===== config.mk =====
export PLATFORM = sky130hd
export DESIGN_NAME = seq_pm_mult
export DESIGN_NICKNAME = d
export VERILOG_FILES = /design/src/rtl/seq_pm_mult.sv
export SDC_FILE = /design/constraint.sdc
export NUM_CORES = 1
export LEC_CHECK = 0
export BUFFER_PORTS_ARGS = -buffer_cell sky130_fd_sc_hd__buf_2
export CORE_ASPECT_RATIO = 1.2
export CORE_MARGIN = 3
export CORE_UTILIZATION = 30
export CTS_CLUSTER_SIZE = 8
export DETAILED_ROUTE_END_ITERATION = 16
export SETUP_SLACK_MARGIN = 0.02
export SLEW_MARGIN = 15
export SYNTH_ARGS = -nofsm -noshare
export SYNTH_HDL_FRONTEND = slang
export SYNTH_SLANG_ARGS = --single-unit

===== constraint.sdc =====
create_clock -name clk -period 29.4 [get_ports clk]
set_input_delay 2.94 -clock clk [delete_from_list [all_inputs] [get_ports clk]]
set_output_delay 2.94 -clock clk [all_outputs]
set_load 0.01 [all_outputs]

===== src/rtl/seq_pm_mult.sv =====
// seq_pm_mult: sequential signed/unsigned multiplier.
// Each W-bit operand is split into H = W/2 bit halves. One shared HxH unsigned multiplier is
// time-multiplexed over four cycles, and its partial products are accumulated into a 2W-bit
// magnitude. A final cycle applies the result sign.
//
// Ports:
//   clk, rst              rising-edge clock, asynchronous active-high reset
//   in_valid / in_ready   operand handshake; a, b and signed_mode are sampled on acceptance
//   a, b                  W-bit operands
//   signed_mode           1 = two's-complement operands, 0 = unsigned
//   out_valid / out_ready result handshake; p is held stable while out_valid & !out_ready
//   p                     2W-bit product
//   busy                  high whenever the block is not idle
// W must be even and at least 4.
module seq_pm_mult #(
   parameter int unsigned W = 32
) (
   input  logic           clk,
   input  logic           rst,
   input  logic           in_valid,
   output logic           in_ready,
   input  logic [W-1:0]   a,
   input  logic [W-1:0]   b,
   input  logic           signed_mode,
   output logic           out_valid,
   input  logic           out_ready,
   output logic [2*W-1:0] p,
   output logic           busy
);

   localparam int unsigned H = W / 2;
   localparam logic [W-1:0]   OneW  = W'(1);
   localparam logic [2*W-1:0] One2W = (2*W)'(1);

   typedef enum logic [2:0] {
      StIdle,
      StMul0,
      StMul1,
      StMul2,
      StMul3,
      StFix,
      StDone
   } state_e;

   state_e           state_q, state_d;
   logic [W-1:0]     ma_q, ma_d;
   logic [W-1:0]     mb_q, mb_d;
   logic             neg_q, neg_d;
   logic [2*W-1:0]   acc_q, acc_d;
   logic [2*W-1:0]   p_q, p_d;
   logic             out_valid_q, out_valid_d;

   logic             accept;
   logic [W-1:0]     a_mag, b_mag;
   logic [H-1:0]     mul_a, mul_b;
   logic [W-1:0]     prod;
   logic [2*W-1:0]   pp;
   logic [2*W-1:0]   pp_sh;

   // Ready is combinational from out_ready so a new operation can start in the DONE cycle.
   assign in_ready = (state_q == StIdle) | ((state_q == StDone) & out_ready);
   assign accept   = in_valid & in_ready;

   // The magnitude of -2^(W-1) is 2^(W-1), which still fits in W unsigned bits.
   assign a_mag = (signed_mode & a[W-1]) ? (~a + OneW) : a;
   assign b_mag = (signed_mode & b[W-1]) ? (~b + OneW) : b;

   // Half selection for the shared multiplier: MUL1/MUL3 use the high half of ma,
   // MUL2/MUL3 use the high half of mb.
   assign mul_a = ((state_q == StMul1) || (state_q == StMul3)) ? ma_q[W-1:H] : ma_q[H-1:0];
   assign mul_b = ((state_q == StMul2) || (state_q == StMul3)) ? mb_q[W-1:H] : mb_q[H-1:0];
   assign prod  = {{H{1'b0}}, mul_a} * {{H{1'b0}}, mul_b};
   assign pp    = {{W{1'b0}}, prod};

   always_comb begin
      pp_sh = pp;
      unique case (state_q)
         StMul1, StMul2: pp_sh = pp << H;
         StMul3:         pp_sh = pp << W;
         default:        pp_sh = pp;
      endcase
   end

   always_comb begin
      state_d     = state_q;
      ma_d        = ma_q;
      mb_d        = mb_q;
      neg_d       = neg_q;
      acc_d       = acc_q;
      p_d         = p_q;
      out_valid_d = out_valid_q;

      unique case (state_q)
         StIdle: state_d = StIdle;
         StMul0: begin
            acc_d   = acc_q + pp_sh;
            state_d = StMul1;
         end
         StMul1: begin
            acc_d   = acc_q + pp_sh;
            state_d = StMul2;
         end
         StMul2: begin
            acc_d   = acc_q + pp_sh;
            state_d = StMul3;
         end
         StMul3: begin
            // Magnitude product < 2^(2W), so acc cannot overflow.
            acc_d   = acc_q + pp_sh;
            state_d = StFix;
         end
         StFix: begin
            p_d         = neg_q ? (~acc_q + One2W) : acc_q;
            out_valid_d = 1'b1;
            state_d     = StDone;
         end
         StDone: begin
            if (out_ready) begin
               out_valid_d = 1'b0;
               state_d     = StIdle;
            end
         end
         default: state_d = StIdle;
      endcase

      // Acceptance (from IDLE, or from DONE while the result is taken) overrides the above.
      if (accept) begin
         ma_d    = a_mag;
         mb_d    = b_mag;
         neg_d   = signed_mode & (a[W-1] ^ b[W-1]);
         acc_d   = '0;
         state_d = StMul0;
      end
   end

   always_ff @(posedge clk or posedge rst) begin
      if (rst) begin
         state_q     <= StIdle;
         ma_q        <= '0;
         mb_q        <= '0;
         neg_q       <= 1'b0;
         acc_q       <= '0;
         p_q         <= '0;
         out_valid_q <= 1'b0;
      end else begin
         state_q     <= state_d;
         ma_q        <= ma_d;
         mb_q        <= mb_d;
         neg_q       <= neg_d;
         acc_q       <= acc_d;
         p_q         <= p_d;
         out_valid_q <= out_valid_d;
      end
   end

   assign p         = p_q;
   assign out_valid = out_valid_q;
   assign busy      = (state_q != StIdle);

endmodule

==> flow_summary_export.csv <==
group,metric,value,unit
synthesis,syn_nets,3138,
final_layout,final_net_count,3196,
worst_setup_path,critPathMaxStageDelay,1.08,ns
synthesis,synth_area_leader_cell,"dfrtp_1",
sta,slew_headroom,12.98,%
cts,post_cts_resized,0,
synthesis,synth_edf_count,0,
route,drt.antenna.violating_nets,0,
die,die_h,306,µm
worst_setup_path,cp_num_buf_inv,6,
sta,worst_pin_slew,1.269,ns
synthesis,synth_xor_area_share,8.097,%
cts,clk_latency,0.51,ns
cts,hold_buffers,0,
global_routing,grt_pass1_wl,107700,µm
synthesis,syn_inst,2704,
placed_design,postPlaceCellArea,0.02418,mm²
synthesis,netlist_area,0.02250,mm²
synthesis,synthArstFlopShare,100.0,%
sta,setup_tns,0,ns
worst_setup_path,crit_type,"reg2reg",
global_routing,antenna_found_initial,0,
synthesis,synth-seq-cells,197,
final_layout,layout.cells.non_filler,3774,
placed_design,dp.cells,3742,
sta,finalCriticalPeriod,11.67,ns
sta,period_share,39.68,%
synthesis,synth_top_family_by_area,"adder cells",
worst_setup_path,worst_setup_path_end_kind,"flip-flop",
synthesis,synth_adder_area_share,26.80,%
worst_setup_path,cp-start-kind,"flip-flop",
final_layout,n_antenna_cell,0,
global_routing,grt_max_degree,130,
route,drtPass1Iterations,5,
die,initial_utilization,30.38,%
placed_design,dp_hpwl,53850,µm
sta,fmaxAchievable,85.71,MHz
synthesis,synth-simple-area-share,17.55,%
job,maxCapViolCount,0,
final_layout,drive_gt1_share,8.901,%
worst_setup_path,cp_slowest_cell,"mux2i_1",
cts,cts_max_path_buffers,2,
global_routing,grt_overflow,0,
synthesis,synth_cell_types,70,
cts,cts.htree.levels,4,
worst_setup_path,crit_fanout,33,
route,wl_per_cell,17.71,µm
synthesis,synthFlopType,"dfrtp_1",
worst_hold_path,min_path_type,"reg2reg",
die,dieArea,0.07834,mm²
sta,rsz0062_at_grt,"no",
route,vias,19160,
sta,setup_viol,0,
status,status,"finished clean",
cts,ctsRootBufferMaster,"clkbuf_16",
synthesis,synth_commonest_cells,"375 x nand2_1, 269 x inv_1, 261 x o21ai_0",
cts,path_clk_slew,0.09,ns
synthesis,synth.mux.area_fraction,3.097,%
die,die_w,256,µm
worst_setup_path,arrival,12.10,ns
sta,slew_viol_final,0,
placed_design,routabilityCongestion,0.9405,
die,design.core.area,0.07405,mm²
sta,whs,0.4755,ns
final_layout,syn2layout_area_growth,10.20,%
final_layout,postLayoutCellArea,0.02480,mm²
synthesis,synth_most_common_cell,"nand2_1",
synthesis,ys_seq_area_share,21.91,%
synthesis,postSynthAreaPerCell,8.321,µm²
sta,hold_violations,0,
synthesis,synth.top_cell.area_share,21.91,%
cts,cts_tree,"built",
worst_setup_path,cp_top_family,"adder cells",
die,io_pins,136,
synthesis,synth_compound_area_share,16.12,%
global_routing,first_global_vias,19120,
cts,cts_setup_buffers,0,
die,row_count,109,
cts,numCtsBuffers,17,
route,drc,0,
route,routed_wl,66850,µm
global_routing,grtUsageTotal,17.21,%
synthesis,synthTopCellsByArea,"dfrtp_1 22%, fa_1 17%, ha_1 9.5%",
worst_setup_path,worstPathRequired,29.83,ns
placed_design,io_buffers,135,
route,avgViaCountPerCell,5.078,
sta,skew,0.03024,ns
synthesis,yosysWarningCount,0,
route,drtIter0Drc,1296,
cts,clock-sinks,197,
## worst register-to-register path: cells and delay by family (launching register included)
family                     cells  cell delay, ns
adders and majority gates      8            3.42
AOI/OAI and AO/OA             10            3.03
and+or+nand+nor                7            1.85
muxes                          3            1.57
buffers and inverters          6            0.88
DFF                            1            0.46
xor gates and xnor gates       1            0.43
## final timing paths
path / start / slack [ns] / cells past startpoint / to
setup / recovery: state_q[2]$_DFFE_PP0P_ / 17.73 / 35 / acc_q[63]$_DFFE_PP0P_
hold / removal: p[46]$_DFFE_PP0P_ / 0.48 / 2 / p[46]$_DFFE_PP0P_
setup reg to reg: state_q[2]$_DFFE_PP0P_ / 17.73 / 35 / acc_q[63]$_DFFE_PP0P_
hold reg to reg: p[46]$_DFFE_PP0P_ / 0.48 / 2 / p[46]$_DFFE_PP0P_
max in group asynchronous: rst / 25.53 / 3 / p[32]$_DFFE_PP0P_
min in group asynchronous: rst / 2.45 / 2 / acc_q[60]$_DFFE_PP0P_
## routing by layer
layer / track usage [%] / routed length [µm]
met5: 0 / 0
met4: 5.664 / 1930
met3: 2.528 / 3137
met2: 29.74 / 32490
met1: 22.13 / 29300
## layout make-up
cell class,count,area (µm²)
Clock inverter,14,155.1
Sequential cell,197,4931
Inverter,269,1017
Multi-Input combinational cell,2122,16180
Timing Repair Buffer,155,825.8
Fill cell,7907,49260
Tap cell,999,1250
Clock buffer,18,439.2
## metrics by stage
stage / utilization [%] / setup WS [ns]
2_1_floorplan: - / 19.04
3_3_place_gp: 32.66 / 18.06
3_5_place_dp: 32.66 / 17.97
4_1_cts: 33.46 / 17.98
5_1_grt: 33.48 / 17.24
6_report: 33.48 / 17.73
## cells in the final DEF, fill, tap and decap left out, types with 6 or more instances in the layout
master	count
a211oi_1	6
a21boi_0	6
a21o_1	40
a21oi_1	129
a22o_1	6
a31oi_1	11
and2_1	16
and3_1	13
buf_2	135
buf_4	20
clkbuf_16	17
dfrtp_1	196
fa_1	195
ha_1	170
inv_1	268
inv_8	6
mux2_2	29
mux2i_1	37
nand2_1	372
nand2b_1	21
nand3_1	99
nand4_1	24
nor2_1	209
nor2b_1	13
nor3_1	30
nor4_1	15
o211ai_1	6
o21a_1	10
o21ai_0	261
o21ai_1	6
o21bai_1	17
o22ai_1	28
o31ai_1	29
o41ai_1	15
or2_2	10
or3_1	21
or4_1	12
xnor2_1	93
xor2_1	115
## sequential cells by signal (all words and copies together), names as in the netlist
name       flops
p             64
acc_q         64
out_valid      1
ma_q          32
mb_q          32
state_q        3
neg_q          1
## kinds of logic (layout without fill, tap and decap cells)
family	Yosys count	after routing
xor+xnor	208	208
mux	66	66
fa+ha+maj	365	365
compound gates	607	607
flops	197	197
buf+inv	385	456
simple gates	876	876
Power is left out: the tool's default activity adds up to more than one toggle a clock period on the data nets, which glitch-free logic cannot reach.
